### src/rtl/knn_loader_pkg.sv
// knn_loader_pkg
// Shared definitions for the KNN loader:
//   - byte offsets of the KNN peripheral register bank (relative to KNN_BASE)
//   - loader state encoding
//   - WSTRB_ALL, the all-lanes write strobe for one 32-bit word
package knn_loader_pkg;

    // KNN register bank byte offsets
    localparam logic [31:0] KNN_RESET     = 32'h0000_0000;
    localparam logic [31:0] KNN_START     = 32'h0000_0004;
    localparam logic [31:0] KNN_TEST_PT   = 32'h0000_0008;
    localparam logic [31:0] KNN_VALID_OUT = 32'h0000_000C;
    localparam logic [31:0] KNN_IN1       = 32'h0000_0010;  // +4 per neighbour index
    localparam logic [31:0] KNN_DATA_PT0  = 32'h0000_0100;  // +4 per data point

    // Write strobe covering every byte lane of one 32-bit word
    localparam logic [3:0] WSTRB_ALL = 4'b1111;

    // Loader sequencing states
    typedef enum logic [3:0] {
        S_IDLE    = 4'd0,
        S_RST_HI  = 4'd1,
        S_RST_LO  = 4'd2,
        S_SRC_RD  = 4'd3,
        S_PT_WR   = 4'd4,
        S_TEST_WR = 4'd5,
        S_GO_HI   = 4'd6,
        S_GO_LO   = 4'd7,
        S_POLL    = 4'd8,
        S_RES_RD  = 4'd9,
        S_DONE    = 4'd10
    } state_e;

endpackage

### src/rtl/knn_loader_if.sv
// knn_loader_if
// Native single-outstanding bus between an initiator and a slave.
//   m_valid  request valid            (master -> slave)
//   m_addr   byte address             (master -> slave)
//   m_wdata  write data               (master -> slave)
//   m_wstrb  byte strobes, 0 = read   (master -> slave)
//   m_rdata  read data                (slave -> master), valid with m_ready
//   m_ready  transaction complete     (slave -> master)
interface knn_loader_if #(
    parameter int ADDR_W = 32,
    parameter int DATA_W = 32
);
    logic                  m_valid;
    logic [ADDR_W-1:0]     m_addr;
    logic [DATA_W-1:0]     m_wdata;
    logic [DATA_W/8-1:0]   m_wstrb;
    logic [DATA_W-1:0]     m_rdata;
    logic                  m_ready;

    modport master (
        output m_valid, m_addr, m_wdata, m_wstrb,
        input  m_rdata, m_ready
    );

    modport slave (
        input  m_valid, m_addr, m_wdata, m_wstrb,
        output m_rdata, m_ready
    );
endinterface

### src/rtl/knn_nat_master.sv
// knn_nat_master
// Single-transaction native initiator. The request registers are loaded when
// req_i is high and nothing is outstanding, held stable until m_ready, and
// m_valid drops in the cycle after completion, so back-to-back transactions
// take at least two cycles each.
// Ports:
//   clk, rst   clock, asynchronous active-high reset
//   req_i      transaction wanted (level; sampled only while idle)
//   addr_i     byte address
//   wdata_i    write data
//   we_i       1 = write (all strobes), 0 = read (zero strobes)
//   ack_o      combinational: completes in this cycle (m_valid && m_ready)
//   rdata_o    read data, meaningful while ack_o is high
//   bus        native bus, master side
module knn_nat_master
    import knn_loader_pkg::*;
#(
    parameter int ADDR_W = 32,
    parameter int DATA_W = 32
) (
    input  logic              clk,
    input  logic              rst,
    input  logic              req_i,
    input  logic [ADDR_W-1:0] addr_i,
    input  logic [DATA_W-1:0] wdata_i,
    input  logic              we_i,
    output logic              ack_o,
    output logic [DATA_W-1:0] rdata_o,
    knn_loader_if.master      bus
);

    logic                valid_q;
    logic [ADDR_W-1:0]   addr_q;
    logic [DATA_W-1:0]   wdata_q;
    logic [DATA_W/8-1:0] wstrb_q;

    // Issue when idle, hold while waiting for ready, retire on completion
    always_ff @(posedge clk or posedge rst) begin
        if (rst) begin
            valid_q <= 1'b0;
            addr_q  <= {ADDR_W{1'b0}};
            wdata_q <= {DATA_W{1'b0}};
            wstrb_q <= {(DATA_W/8){1'b0}};
        end else if (valid_q) begin
            // completion frees the slot; the registers keep their last value
            valid_q <= !bus.m_ready;
        end else if (req_i) begin
            valid_q <= 1'b1;
            addr_q  <= addr_i;
            wdata_q <= wdata_i;
            wstrb_q <= we_i ? {(DATA_W/32){WSTRB_ALL}} : {(DATA_W/8){1'b0}};
        end else begin
            valid_q <= 1'b0;
        end
    end

    assign bus.m_valid = valid_q;
    assign bus.m_addr  = addr_q;
    assign bus.m_wdata = wdata_q;
    assign bus.m_wstrb = wstrb_q;

    assign ack_o   = valid_q && bus.m_ready;
    assign rdata_o = bus.m_rdata;

endmodule

### src/rtl/knn_loader.sv
// knn_loader
// Hardware initiator that programs the KNN peripheral through its native slave
// port: resets the core, copies N_PTS data points from source memory, writes
// the test point, pulses start, polls valid-out and reads back K neighbour
// indices.
// Ports:
//   clk, rst   clock, asynchronous active-high reset
//   start      one-cycle run request, accepted only in IDLE
//   test_pt    test point, captured when start is accepted
//   busy       high from accepted start until DONE
//   done       one-cycle pulse when res_idx is valid
//   res_idx    K neighbour indices, index 1 in the LSBs
//   err        (KNN_LOADER_TIMEOUT_EN only) poll limit reached without valid-out
//   nat        native bus, master side
// Optional build: define KNN_LOADER_TIMEOUT_EN to bound the valid-out poll to
// POLL_MAX reads and add the err output.
module knn_loader
    import knn_loader_pkg::*;
#(
    parameter int              ADDR_W   = 32,
    parameter int              DATA_W   = 32,
    parameter int              N_PTS    = 128,
    parameter int              K        = 6,
    parameter int              IDX_W    = 7,
    parameter logic [ADDR_W-1:0] SRC_BASE = 32'h0000_0000,
    parameter logic [ADDR_W-1:0] KNN_BASE = 32'h1000_0000
`ifdef KNN_LOADER_TIMEOUT_EN
    ,
    parameter int              POLL_MAX = 4096
`endif
) (
    input  logic                 clk,
    input  logic                 rst,
    input  logic                 start,
    input  logic [DATA_W-1:0]    test_pt,
    output logic                 busy,
    output logic                 done,
    output logic [K*IDX_W-1:0]   res_idx,
`ifdef KNN_LOADER_TIMEOUT_EN
    output logic                 err,
`endif
    knn_loader_if.master         nat
);

    localparam int IW = (N_PTS > 1) ? $clog2(N_PTS) : 1;
    localparam int JW = (K > 1) ? $clog2(K) : 1;
`ifdef KNN_LOADER_TIMEOUT_EN
    localparam int PW = (POLL_MAX > 1) ? $clog2(POLL_MAX) : 1;
`endif

    state_e                   state_q;
    logic [IW-1:0]            i_q;
    logic [JW-1:0]            j_q;
    logic [DATA_W-1:0]        buf_q;
    logic [DATA_W-1:0]        test_q;
    logic [K-1:0][IDX_W-1:0]  res_q;
    logic                     busy_q;
    logic                     done_q;
`ifdef KNN_LOADER_TIMEOUT_EN
    logic [PW-1:0]            poll_q;
    logic                     err_q;
`endif

    logic                     nat_req;
    logic [ADDR_W-1:0]        nat_addr;
    logic [DATA_W-1:0]        nat_wdata;
    logic                     nat_we;
    logic                     nat_ack;
    logic [DATA_W-1:0]        nat_rdata;

    // Word offsets of the current point / index, as byte addresses
    logic [ADDR_W-1:0]        i_off;
    logic [ADDR_W-1:0]        j_off;
    assign i_off = {{(ADDR_W-IW-2){1'b0}}, i_q, 2'b00};
    assign j_off = {{(ADDR_W-JW-2){1'b0}}, j_q, 2'b00};

    // Transaction wanted by the current state
    always_comb begin
        nat_req   = 1'b1;
        nat_we    = 1'b1;
        nat_addr  = KNN_BASE;
        nat_wdata = {DATA_W{1'b0}};
        case (state_q)
            S_RST_HI: begin
                nat_addr  = KNN_BASE + ADDR_W'(KNN_RESET);
                nat_wdata = DATA_W'(1);
            end
            S_RST_LO: begin
                nat_addr  = KNN_BASE + ADDR_W'(KNN_RESET);
            end
            S_SRC_RD: begin
                nat_we    = 1'b0;
                nat_addr  = SRC_BASE + i_off;
            end
            S_PT_WR: begin
                nat_addr  = KNN_BASE + ADDR_W'(KNN_DATA_PT0) + i_off;
                nat_wdata = buf_q;
            end
            S_TEST_WR: begin
                nat_addr  = KNN_BASE + ADDR_W'(KNN_TEST_PT);
                nat_wdata = test_q;
            end
            S_GO_HI: begin
                nat_addr  = KNN_BASE + ADDR_W'(KNN_START);
                nat_wdata = DATA_W'(1);
            end
            S_GO_LO: begin
                nat_addr  = KNN_BASE + ADDR_W'(KNN_START);
            end
            S_POLL: begin
                nat_we    = 1'b0;
                nat_addr  = KNN_BASE + ADDR_W'(KNN_VALID_OUT);
            end
            S_RES_RD: begin
                nat_we    = 1'b0;
                nat_addr  = KNN_BASE + ADDR_W'(KNN_IN1) + j_off;
            end
            S_IDLE, S_DONE: begin
                nat_req   = 1'b0;
            end
            default: begin
                nat_req   = 1'b0;
            end
        endcase
    end

    knn_nat_master #(
        .ADDR_W (ADDR_W),
        .DATA_W (DATA_W)
    ) u_nat (
        .clk     (clk),
        .rst     (rst),
        .req_i   (nat_req),
        .addr_i  (nat_addr),
        .wdata_i (nat_wdata),
        .we_i    (nat_we),
        .ack_o   (nat_ack),
        .rdata_o (nat_rdata),
        .bus     (nat)
    );

    // Run sequencer: every bus state advances on the completion of its transaction
    always_ff @(posedge clk or posedge rst) begin
        if (rst) begin
            state_q <= S_IDLE;
            i_q     <= {IW{1'b0}};
            j_q     <= {JW{1'b0}};
            buf_q   <= {DATA_W{1'b0}};
            test_q  <= {DATA_W{1'b0}};
            res_q   <= {(K*IDX_W){1'b0}};
            busy_q  <= 1'b0;
            done_q  <= 1'b0;
`ifdef KNN_LOADER_TIMEOUT_EN
            poll_q  <= {PW{1'b0}};
            err_q   <= 1'b0;
`endif
        end else begin
            done_q <= 1'b0;
            case (state_q)
                S_IDLE: begin
                    if (start) begin
                        state_q <= S_RST_HI;
                        test_q  <= test_pt;
                        busy_q  <= 1'b1;
`ifdef KNN_LOADER_TIMEOUT_EN
                        err_q   <= 1'b0;
`endif
                    end
                end
                S_RST_HI: begin
                    if (nat_ack) state_q <= S_RST_LO;
                end
                S_RST_LO: begin
                    if (nat_ack) begin
                        state_q <= S_SRC_RD;
                        i_q     <= {IW{1'b0}};
                    end
                end
                S_SRC_RD: begin
                    if (nat_ack) begin
                        buf_q   <= nat_rdata;
                        state_q <= S_PT_WR;
                    end
                end
                S_PT_WR: begin
                    if (nat_ack) begin
                        if (i_q == IW'(N_PTS - 1)) begin
                            state_q <= S_TEST_WR;
                        end else begin
                            i_q     <= i_q + IW'(1);
                            state_q <= S_SRC_RD;
                        end
                    end
                end
                S_TEST_WR: begin
                    if (nat_ack) state_q <= S_GO_HI;
                end
                S_GO_HI: begin
                    if (nat_ack) state_q <= S_GO_LO;
                end
                S_GO_LO: begin
                    if (nat_ack) begin
                        state_q <= S_POLL;
`ifdef KNN_LOADER_TIMEOUT_EN
                        poll_q  <= {PW{1'b0}};
`endif
                    end
                end
                S_POLL: begin
                    // staying in POLL makes the master reissue on the idle cycle
                    if (nat_ack) begin
                        if (nat_rdata[0]) begin
                            j_q     <= {JW{1'b0}};
                            state_q <= S_RES_RD;
                        end
`ifdef KNN_LOADER_TIMEOUT_EN
                        else if (poll_q == PW'(POLL_MAX - 1)) begin
                            // give up; results from the previous run stay in place
                            state_q <= S_DONE;
                            done_q  <= 1'b1;
                            busy_q  <= 1'b0;
                            err_q   <= 1'b1;
                        end else begin
                            poll_q  <= poll_q + PW'(1);
                        end
`endif
                    end
                end
                S_RES_RD: begin
                    if (nat_ack) begin
                        res_q[j_q] <= nat_rdata[IDX_W-1:0];
                        if (j_q == JW'(K - 1)) begin
                            state_q <= S_DONE;
                            done_q  <= 1'b1;
                            busy_q  <= 1'b0;
                        end else begin
                            j_q     <= j_q + JW'(1);
                        end
                    end
                end
                S_DONE: begin
                    // start is ignored here; IDLE accepts it from the next cycle
                    state_q <= S_IDLE;
                end
                default: begin
                    state_q <= S_IDLE;
                    busy_q  <= 1'b0;
                end
            endcase
        end
    end

    assign busy    = busy_q;
    assign done    = done_q;
    assign res_idx = res_q;
`ifdef KNN_LOADER_TIMEOUT_EN
    assign err     = err_q;
`endif

endmodule

### src/flat_wrapper.sv
// flat-port wrapper written by rule: the top's interface ports become plain ports
module knn_loader_flat import knn_loader_pkg::*;
#(
    parameter int              ADDR_W   = 32,
    parameter int              DATA_W   = 32,
    parameter int              N_PTS    = 128,
    parameter int              K        = 6,
    parameter int              IDX_W    = 7,
    parameter logic [ADDR_W-1:0] SRC_BASE = 32'h0000_0000,
    parameter logic [ADDR_W-1:0] KNN_BASE = 32'h1000_0000

)
  (clk, rst, start, test_pt, busy, done, res_idx, nat_m_valid, nat_m_addr, nat_m_wdata, nat_m_wstrb, nat_m_rdata, nat_m_ready);
  knn_loader_if #(.ADDR_W(ADDR_W), .DATA_W(DATA_W)) nat_i ();
  input  logic clk;
  input  logic rst;
  input  logic start;
  input  logic [DATA_W-1:0] test_pt;
  output logic busy;
  output logic done;
  output logic [K*IDX_W-1:0] res_idx;
  output wire logic [$bits(nat_i.m_valid)-1:0] nat_m_valid;
  output wire logic [$bits(nat_i.m_addr)-1:0] nat_m_addr;
  output wire logic [$bits(nat_i.m_wdata)-1:0] nat_m_wdata;
  output wire logic [$bits(nat_i.m_wstrb)-1:0] nat_m_wstrb;
  input wire logic [$bits(nat_i.m_rdata)-1:0] nat_m_rdata;
  input wire logic [$bits(nat_i.m_ready)-1:0] nat_m_ready;
  assign nat_m_valid = nat_i.m_valid;
  assign nat_m_addr = nat_i.m_addr;
  assign nat_m_wdata = nat_i.m_wdata;
  assign nat_m_wstrb = nat_i.m_wstrb;
  assign nat_i.m_rdata = nat_m_rdata;
  assign nat_i.m_ready = nat_m_ready;
  knn_loader #(.ADDR_W(ADDR_W), .DATA_W(DATA_W), .N_PTS(N_PTS), .K(K), .IDX_W(IDX_W), .SRC_BASE(SRC_BASE), .KNN_BASE(KNN_BASE)) u_core (.clk(clk), .rst(rst), .start(start), .test_pt(test_pt), .busy(busy), .done(done), .res_idx(res_idx), .nat(nat_i));
endmodule
### config.mk
export PLATFORM = sky130hd
export DESIGN_NAME = knn_loader_flat
export DESIGN_NICKNAME = d
export VERILOG_FILES = /design/src/rtl/knn_loader_pkg.sv /design/src/rtl/knn_loader_if.sv /design/src/rtl/knn_nat_master.sv /design/src/rtl/knn_loader.sv /design/src/flat_wrapper.sv
export SDC_FILE = /design/constraint.sdc
export NUM_CORES = 1
export LEC_CHECK = 0
export ABC_CLOCK_PERIOD_IN_PS = 6400
export CAP_MARGIN = 10
export CORE_MARGIN = 1
export CORE_UTILIZATION = 55
export CTS_CLUSTER_SIZE = 30
export DETAILED_ROUTE_END_ITERATION = 10
export GPL_TIMING_DRIVEN = 0
export PLACE_DENSITY = 0.83
export SLEW_MARGIN = 5
export SYNTH_ARGS = -nofsm -noshare
export SYNTH_HDL_FRONTEND = slang
export SYNTH_HIERARCHICAL = 1
export SYNTH_SLANG_ARGS = --single-unit
### constraint.sdc
create_clock -name clk -period 6.4 [get_ports clk]
set_input_delay 0.64 -clock clk [delete_from_list [all_inputs] [get_ports clk]]
set_output_delay 0.64 -clock clk [all_outputs]
set_load 0.01 [all_outputs]
== Word-level counts from Yosys, hierarchy flattened ==
Index checks and enable logic that the tools add are counted.

* Input port bits: 68
* Logic and storage cells: 109
* Bits in registers: 191
* Output and inout port bits: 113

* Reductions and logical operators: 19
* Equal/unequal tests: 26
* Mux-type cells: 39
* Order comparisons: 2
* Add/subtract/negate cells: 4
* Bitwise logic cells: 2

{| class="wikitable"
|+ Operators by type and width
! operator !! count
|-
| $pmux W32 S6 || 1
|-
| $pmux W32 S3 || 1
|-
| $mux W4 || 13
|-
| $bwmux W42 || 1
|-
| $pmux W4 S10 || 1
|-
| $add A29 B5 Y30 const A || 1
|-
| $add A29 B9 Y30 const A || 1
|-
| $mux W7 || 4
|-
| $demux W7 S3 || 1
|-
| $ne A2 B1 Y1 const B || 10
|-
| $reduce_or A9 Y1 || 2
|-
| $eq A4 B3 Y1 const B || 4
|-
| $mux W3 || 5
|-
| $pmux W7 S2 || 1
|-
| $eq A4 B4 Y1 const B || 3
|-
| $reduce_and A12 Y1 || 1
|-
| $mux W1 || 9
|-
| $eq A4 B2 Y1 const B || 2
|-
| $ne A2 B2 Y1 const B || 4
|-
| $reduce_and A2 Y1 || 4
|-
| $reduce_and A4 Y1 || 2
|-
| $add A7 B1 Y7 const B || 1
|-
| $eq A7 B7 Y1 const B || 1
|-
| $pmux W3 S2 || 1
|-
| 14 further kinds || 18
|}

== Depth between registers and ports, before layout ==
Gate-level depths: netlist (run 1).

* Depth in word-level cells: 5
* Mapped depth: 7
* Depth with buffers taken out: 6

== Modules after synthesis ==
The synthesis (run 1) kept the hierarchy.

{| class="wikitable"
|+ Modules (own cells, without submodules)
! module !! times used !! area each (um^2) !! cells each !! seq. area each (um^2)
|-
| knn_loader || 1 || 5435.2 || 414 || 3052.9
|-
| knn_nat_master || 1 || 2992.9 || 178 || 1651.6
|}

== Worst setup path after synthesis (run 1) ==
Ideal clock, no wire load.

* Path type: input-to-reg
* From: in nat_m_ready
* To: reg u_core.i_q[2]
* Setup time: 0.126 ns
* Data arrival time: 1.941 ns
* Buffers on the path: 1
* Cell stages on the path: 6
* Slack: 4.333 ns
* Cell sequence: and2_1 > buf_2 > nor3b_2 > o211ai_1 > and2_1 > a221o_1

* Cells in the longest elaborated chain, start to end: 3
* Elaborated cells between the ends (all ways): 4

{| class="wikitable"
|+ Ends and longest elaborated chain
! item !! line !! RTL
|-
| from (decl) || flat_wrapper.sv:27 || <nowiki>input wire logic [$bits(nat_i.m_ready)-1:0] nat_m_ready;</nowiki>
|-
| $logic_and A1 B1 Y1 * || knn_nat_master.sv:62 || <nowiki>assign ack_o = valid_q && bus.m_ready;</nowiki>
|-
| $ne A2 B1 Y1 (no source line) || -- ||
|-
| $reduce_and A4 Y1 (no source line) * || -- ||
|-
| to (signal assigned) || knn_loader.sv:146 || <nowiki>i_q <= {IW{1'b0}};</nowiki>
|-
| to (signal assigned) || knn_loader.sv:176 || <nowiki>i_q <= {IW{1'b0}};</nowiki>
|-
| to (signal assigned) || knn_loader.sv:190 || <nowiki>i_q <= i_q + IW'(1);</nowiki>
|-
| to (decl) || knn_loader.sv:52 || <nowiki>logic [IW-1:0] i_q;</nowiki>
|}

Mark *: on every way between the ends. The rest lies on a longest branch, timed or not.
A chain may end at the register's enable or synchronous reset.

== Final worst setup path (run 1) ==
* From: in nat_m_ready
* To: reg u_core.i_q[2]

* Cells in the longest elaborated chain, start to end: 3
* Elaborated cells between the ends (all ways): 4

{| class="wikitable"
|+ Ends and longest elaborated chain
! item !! line !! RTL
|-
| $logic_and A1 B1 Y1 * || knn_nat_master.sv:62 ||
|-
| named net u_core.nat_ack || knn_loader.sv:68 || <nowiki>logic nat_ack;</nowiki>
|-
| $ne A2 B1 Y1 (no source line) || -- ||
|-
| $reduce_and A4 Y1 (no source line) * || -- ||
|}

The timed path passes the listed nets; every way through them passes the cells marked *.

==> metrics.txt, run 1 <==
status completed; Clock Skews approximately 0.012 ns; Area Growth Syn to Fin 28.7%; CTS Buf Count 17; Layout Nets approximately 850; Post-route DRC 0; WL/cell a little under 20 um; gr usage total 0.252; Async SR Flop Fraction 1.00; Final period util 0.377; CP endpoint kind flop; Ant. Diodes 0; Hold Path Sink u_core/buf_q[14]$_DFFE_PP0P_; antenna violations before repair 0; Vias 5435; ratio of cells with drive above 1 in the final layout 0.342; Die Area 0.0158 sq mm; RR Startpoint u_core/state_q[2]$_DFFE_PP0P_; Post-synth EDFFs 0; Port Buf Inserts around 150; commonest non-fill, non-tap cell in the layout dfrtp_1; Worst Tran Pin Value between 0.8 and 0.9 ns; synthesized cell area between 0.008 and 0.009 sq mm; Hold Crit Depth 2; crit path DAT around 2.7 ns; min-delay worst type input port to flop; Max Slew Vio Count 0; total congestion overflow 0; Initial Util 0.571; setup tns final 0 ns; Clock Path Buffers 2; wirelength, routed around 19 mm; area occupied by multi-input gates 0.00328 sq mm; CP peak stage delay 0.44 ns; Skew-Pair Late Insertion Delay roughly 0.42 ns; Synth Warn # 6; initial DRC count 238; number of synthesized register bits ~190; CTS tree done; post-route minimum period between 2 and 2.5 ns; slowest stage cell, crit path clkdlybuf4s50_1; crit path max fanout 10; Synth cell types 50; clk sinks around 190; clk slew on worst S/H paths 0.07 ns; static leakage approximately 0.005 uW; Worst Path Required around 6.7 ns; vias per cell ~5.6; Max Cap Viol 0; Cell Rows 44; crit start category input port; pwr dens 441 mW/mm^2; post-cts gate resize count 0; drt first pass iters 7; core area roughly 0.015 sq mm; Fillers between 900 and 1000; Syn Area/Cell between 10 and 15 sq um; synthesized instance count between 500 and 600; largest cells by area after synthesis dfrtp_1 56%, mux2_2 17%, mux2_4 8.9%, a22o_1 3.4%, buf_4 3.2%; Die H about 130 um; leading cell types in the layout, fill and taps excluded 188 x dfrtp_1, 148 x clkdlybuf4s50_1, 124 x mux2_2, 50 x mux2_4, 36 x buf_4; top-area cell type share of the netlist area 0.558; unrepaired setup endpoints after global routing no; Worst R2R Setup Slack 4.07 ns; CP cell instances clkdlybuf4s50_1, and2_1, buf_2, nor3b_2, o211ai_1, and2_1, a221o_1; worst hold margin 0.444 ns; Hold Vio Cnt, Final 0; final estimated routing congestion in global placement slightly below 0.9; Setup CP Type input port to flop; dpl hpwl 13.5 mm; cts-stage hold buffer count 0; endpoint of the worst register-to-register path u_core/u_nat/bus.m_wdata[31]$_DFFE_PP0P_; CP most frequent cell and2_1; DRT antenna net count 0; vias in the first global route between 5000 and 6000; # setup viols final 0; hold_sp nat_m_rdata[14]; first-pass GRT wire length ~31 mm; achievable clock frequency 0.414 GHz; Root Driver clkbuf_16; Die W 126 um; register area share after synthesis 0.558; largest net degree at the start of global routing just under 80; CTS H-tree lvls 4; Most used DFF post-synth dfrtp_1; worst vdd ir approximately 0.00025 V; Yosys top cell by area dfrtp_1; R2R depth 6; register area ~0.0047 sq mm; post-CTS setup repair buffer count 0; Boundary Pins around 180; Slew headroom 0.443
## how the worst max path moves through the flow
stage | startpoint | endpoint | cells past startpoint
2_1_floorplan | rst | u_core/buf_q[0]$_DFFE_PP0P_ | 1
3_3_place_gp | rst | u_core/res_idx[6]$_DFFE_PP0P_ | 2
3_5_place_dp | nat_m_ready | u_core/i_q[2]$_DFFE_PP0P_ | 7
4_1_cts | nat_m_ready | u_core/res_idx[41]$_DFFE_PP0P_ | 7
5_1_grt | u_core/state_q[2]$_DFFE_PP0P_ | u_core/u_nat/bus.m_wdata[31]$_DFFE_PP0P_ | 6
6_report | nat_m_ready | u_core/i_q[2]$_DFFE_PP0P_ | 7
## sequential cells by signal (all words and copies together) (netlist names)
signal,cells
u_core/j_q,3
u_core/u_nat/bus.m_valid,1
u_core/i_q,7
u_core/buf_q,32
u_core/busy,1
u_core/u_nat/bus.m_wstrb,1
u_core/u_nat/bus.m_addr,32
u_core/u_nat/bus.m_wdata,32
u_core/res_idx,42
u_core/done,1
u_core/test_q,32
u_core/state_q,4
## cells in the mapped netlist, drive strengths merged, types with 5 or more instances
master and number:
o21ai 14, nand2 12, nor2b 6, inv 9, nand3 11, dfrtp 188
a22o 33, buf 53, a21oi 9, mux2 174, a21o 5, clkbuf 13
nor2 14, nand2b 5
## power breakdown
| group | internal, uW | switching [uW] |
|---|---|---|
| logic | 1120 | 789 |
| registers | 1590 | 259 |
| clock network | 532 | 493 |
| total | 3240 | 1540 |
## worst max-delay path, delay by kind of cell
family	cells	cell delay (ns)
AO/OA/AOI/OAI	2	0.67
buffers and inverters	2	0.66
AND/OR/NAND/NOR	3	0.73
## metrics by stage
stage                     instance area, sq um  cells  worst slack [ns]  utilization  total power (uW)
after floorplan                           8510    614              2.52            -              3090
after global placement                   10200    946             0.868        0.693              3660
after detailed placement                 10300    947              3.58        0.695              3760
after CTS                                10800    979              4.03        0.735              4810
after global routing                     10800    979              3.92        0.735              5030
final                                    10800    979              3.99        0.735              4780
## area by class of cell
cell class	count	area share
buffer	66	0.0454
clock buffer	18	0.0405
clock inverter	14	0.0141
inverter	9	0.00381
multi-input combinational	351	0.302
sequential	188	0.434
tap	184	0.0212
timing repair buffer	149	0.139
## logic make-up (layout without fill, tap and decap cells)
logic type	Yosys count	in the layout	share of synthesized area
other cells	1	23	0.000445
buf+inv	75	256	0.0625
fa+ha+maj	3	3	0.00445
flops	188	188	0.558
mux	175	175	0.256
simple gates	69	69	0.0474
compound gates	81	81	0.0711
## metal layers
| metal | vias up | routed length (um) | track usage |
|---|---|---|---|
| met5 | - | 0 | 0 |
| met4 | 0 | 505 | 0.0914 |
| met3 | 31 | 1040 | 0.0650 |
| met2 | 198 | 9840 | 0.439 |
| met1 | 2752 | 7600 | 0.304 |
| li1 | 2454 | - | - |
Power figures use the tool's default switching activity.
==> run 2: changes to the inputs <==
--- a/config.mk
+++ b/config.mk
@@ -5,14 +5,14 @@
 export SDC_FILE = /design/constraint.sdc
 export NUM_CORES = 1
 export LEC_CHECK = 0
-export ABC_CLOCK_PERIOD_IN_PS = 6400
+export ABC_CLOCK_PERIOD_IN_PS = 2200
 export CAP_MARGIN = 10
 export CORE_MARGIN = 1
-export CORE_UTILIZATION = 55
+export CORE_UTILIZATION = 46
 export CTS_CLUSTER_SIZE = 30
 export DETAILED_ROUTE_END_ITERATION = 10
 export GPL_TIMING_DRIVEN = 0
-export PLACE_DENSITY = 0.83
+export PLACE_DENSITY = 0.73
 export SLEW_MARGIN = 5
 export SYNTH_ARGS = -nofsm -noshare
 export SYNTH_HDL_FRONTEND = slang
==> constraint.sdc (replaced) <==
create_clock -name clk -period 2.2 [get_ports clk]
set_input_delay 0.22 -clock clk [delete_from_list [all_inputs] [get_ports clk]]
set_output_delay 0.22 -clock clk [all_outputs]
set_load 0.01 [all_outputs]
==> metrics.txt, run 2 (synthesis gave the netlist of run 1 again) <==
Max Cap Viol 0 (unchanged); Die W 137 um (+9.2%); Final period util 0.960; gr usage total 0.214 (-0.0381); Max Slew Vio Count 0 (unchanged); Worst Path Required 2.51 ns (-4.19 ns); commonest non-fill, non-tap cell in the layout dfrtp_1; Initial Util 0.469 (-0.102); P_int 9660 uW (+200%); CTS tree done; DRT antenna net count 0 (unchanged); worst vdd ir 0.000757 V (+210%); Die H 137 um (+9.2%); worst hold margin 0.0177 ns (-0.427 ns); CTS H-tree lvls 4 (unchanged); Die Area 0.0189 sq mm (+19%); Root Driver clkbuf_16; wirelength, routed 19.4 mm (+2.4%); total congestion overflow 0 (unchanged); Met2 Wirelength 9.73 mm (-1.2%); dpl hpwl 14.0 mm (+3.5%); core area 0.0180 sq mm (+22%); first-pass GRT wire length 30.2 mm (-0.97%); M1 wire length 8.41 mm (+11%); Placed Instances 994 (+5.0%); min-delay worst type input port to flop; power share of the sequential group 0.378 (-0.008); clk slew on worst S/H paths 0.07 ns (about the same); Vias 5418 (-0.31%); routed length on met3 988 um (-4.6%); Comb power frac 0.406 (+0.007); Layout Cells excl Fill 1041 (+6.3%); # setup viols final 0 (unchanged); crit path max fanout 10 (unchanged); Fillers 1388 (+46%); CP endpoint kind flop; Clock Path Buffers 2 (unchanged); vias per cell 5.20 (-6.2%); final estimated routing congestion in global placement 0.833 (-5.9%); R2R depth 4 (-2); post-route minimum period about 2.1 ns; crit start category flop; leading cell types in the layout, fill and taps excluded 187 x dfrtp_1, 148 x clkdlybuf4s50_1, 124 x mux2_2, 50 x mux2_4, 47 x buf_4; status completed; Switch Pwr 4520 uW (+190%); initial DRC count 299 (+26%); largest net degree at the start of global routing 67 (-14%); static leakage 0.00513 uW (+2.3%); ratio of cells with drive above 1 in the final layout 0.369 (+0.0273); Setup CP Type flop to flop; clock network power share 0.216 (+0.002); Clock Skews 0.0122 ns (+0.000618 ns); Ant. Diodes 0 (unchanged); CTS Buf Count 17 (unchanged); unrepaired setup endpoints after global routing yes; crit path DAT 2.42 ns (-0.30 ns); setup tns final 0 ns (unchanged); Hold Crit Depth 2 (unchanged); Top Metal Used met4; Boundary Pins 181 (unchanged); Worst Tran Pin Value 0.860 ns (+0.0250 ns); Layout Nets 870 (+2.0%); vias in the first global route 5646 (-1.4%); Sw Share 0.319 (-0.00328); Skew-Pair Late Insertion Delay 0.43 ns (about the same); Hold Vio Cnt, Final 0 (unchanged); antenna violations before repair 0 (unchanged); Slew headroom 0.427 (-0.0167); WL/cell 18.7 um (-3.7%); achievable clock frequency 0.474 GHz; Cell Rows 49 (+11%); pwr dens 1270 mW/mm^2 (+190%); clk sinks 188 (unchanged); Post-route DRC 0 (unchanged); max reg flops 42 (unchanged); drt first pass iters 4 (-3); Port Buf Inserts 148 (unchanged); Area Growth Syn to Fin 32.3%
## run 2: cell count changes in the layout (fill, tap and decap cells not counted), moves of 2 or more
cell,previous run,this run
dlygate4sd3_1,0,3
nand3_2,0,2
clkbuf_2,0,8
nand3_1,11,9
clkinv_4,5,1
clkinvlp_4,0,4
clkbuf_1,13,4
buf_4,36,47
clkbuf_4,0,2
buf_12,6,8
## run 2: critical path, cell delays in order, from the launching register on
cell and delay (ns):
dfrtp_1 0.49, nor4_2 0.53, nand2_1 0.34, buf_2 0.32
mux2_2 0.31
## run 2: repair_timing
action,in CTS,in global routing
endpoints found under the setup margin,65,131
resized for setup,8,18
hold buffers,3,0
gates cloned,0,1
hold endpoints to repair,3,0
pin swaps,0,4
setup buffers,0,11
## run 2: power groups by stage
| stage | clock network (uW) | logic (uW) | registers (uW) |
|---|---|---|---|
| 6_report | 3070 | 5750 | 5360 |
| 5_1_grt | 3300 | 6190 | 5510 |
| 4_1_cts | 3150 | 5610 | 5370 |
| 3_5_place_dp | 0 | 5570 | 5420 |
| 3_3_place_gp | 0 | 5420 | 5340 |
| 2_1_floorplan | 0 | 3560 | 5430 |
## run 2: area by class of cell
cell class / count / area [sq um] / area share
well taps: 229 / 287 / 0.0257
flip-flops and latches: 188 / 4710 / 0.422
clock buffers: 17 / 425 / 0.0382
inverters: 9 / 40.0 / 0.00359
clock inverters: 15 / 171 / 0.0154
repair buffers: 166 / 1690 / 0.151
plain buffers: 66 / 509 / 0.0457
multi-input cells: 351 / 3320 / 0.298
## run 2: per-layer routing
layer,GRT usage,vias to the layer above
met4,0.0775,0
met1,0.272,2749
met3,0.0541,19
met5,0,-
met2,0.354,149
li1,-,2501
## run 2: final timing paths
| kind | startpoint | endpoint | slack, ns |
|---|---|---|---|
| max in group asynchronous | rst | u_core/res_idx[31]$_DFFE_PP0P_ | 0.76 |
| min in group asynchronous | rst | u_core/buf_q[27]$_DFFE_PP0P_ | 0.36 |
| worst max-delay path | u_core/state_q[1]$_DFFE_PP0P_ | u_core/test_q[2]$_DFFE_PP0P_ | 0.09 |
| worst max register to register | u_core/state_q[1]$_DFFE_PP0P_ | u_core/test_q[2]$_DFFE_PP0P_ | 0.09 |
| worst min-delay path | nat_m_rdata[11] | u_core/buf_q[11]$_DFFE_PP0P_ | 0.02 |
| worst min register to register | u_core/res_idx[29]$_DFFE_PP0P_ | u_core/res_idx[29]$_DFFE_PP0P_ | 0.51 |
## run 2: stage by stage
step	instance area (sq um)	util	worst slack [ns]	power, uW
after floorplan	8510	-	0.220	8990
after global placement	10300	0.572	-0.933	10800
after detailed placement	10400	0.576	-0.177	11000
after CTS	11000	0.612	0.0128	14100
after global routing	11100	0.621	-0.0155	15000
final	11100	0.621	0.0883	14200
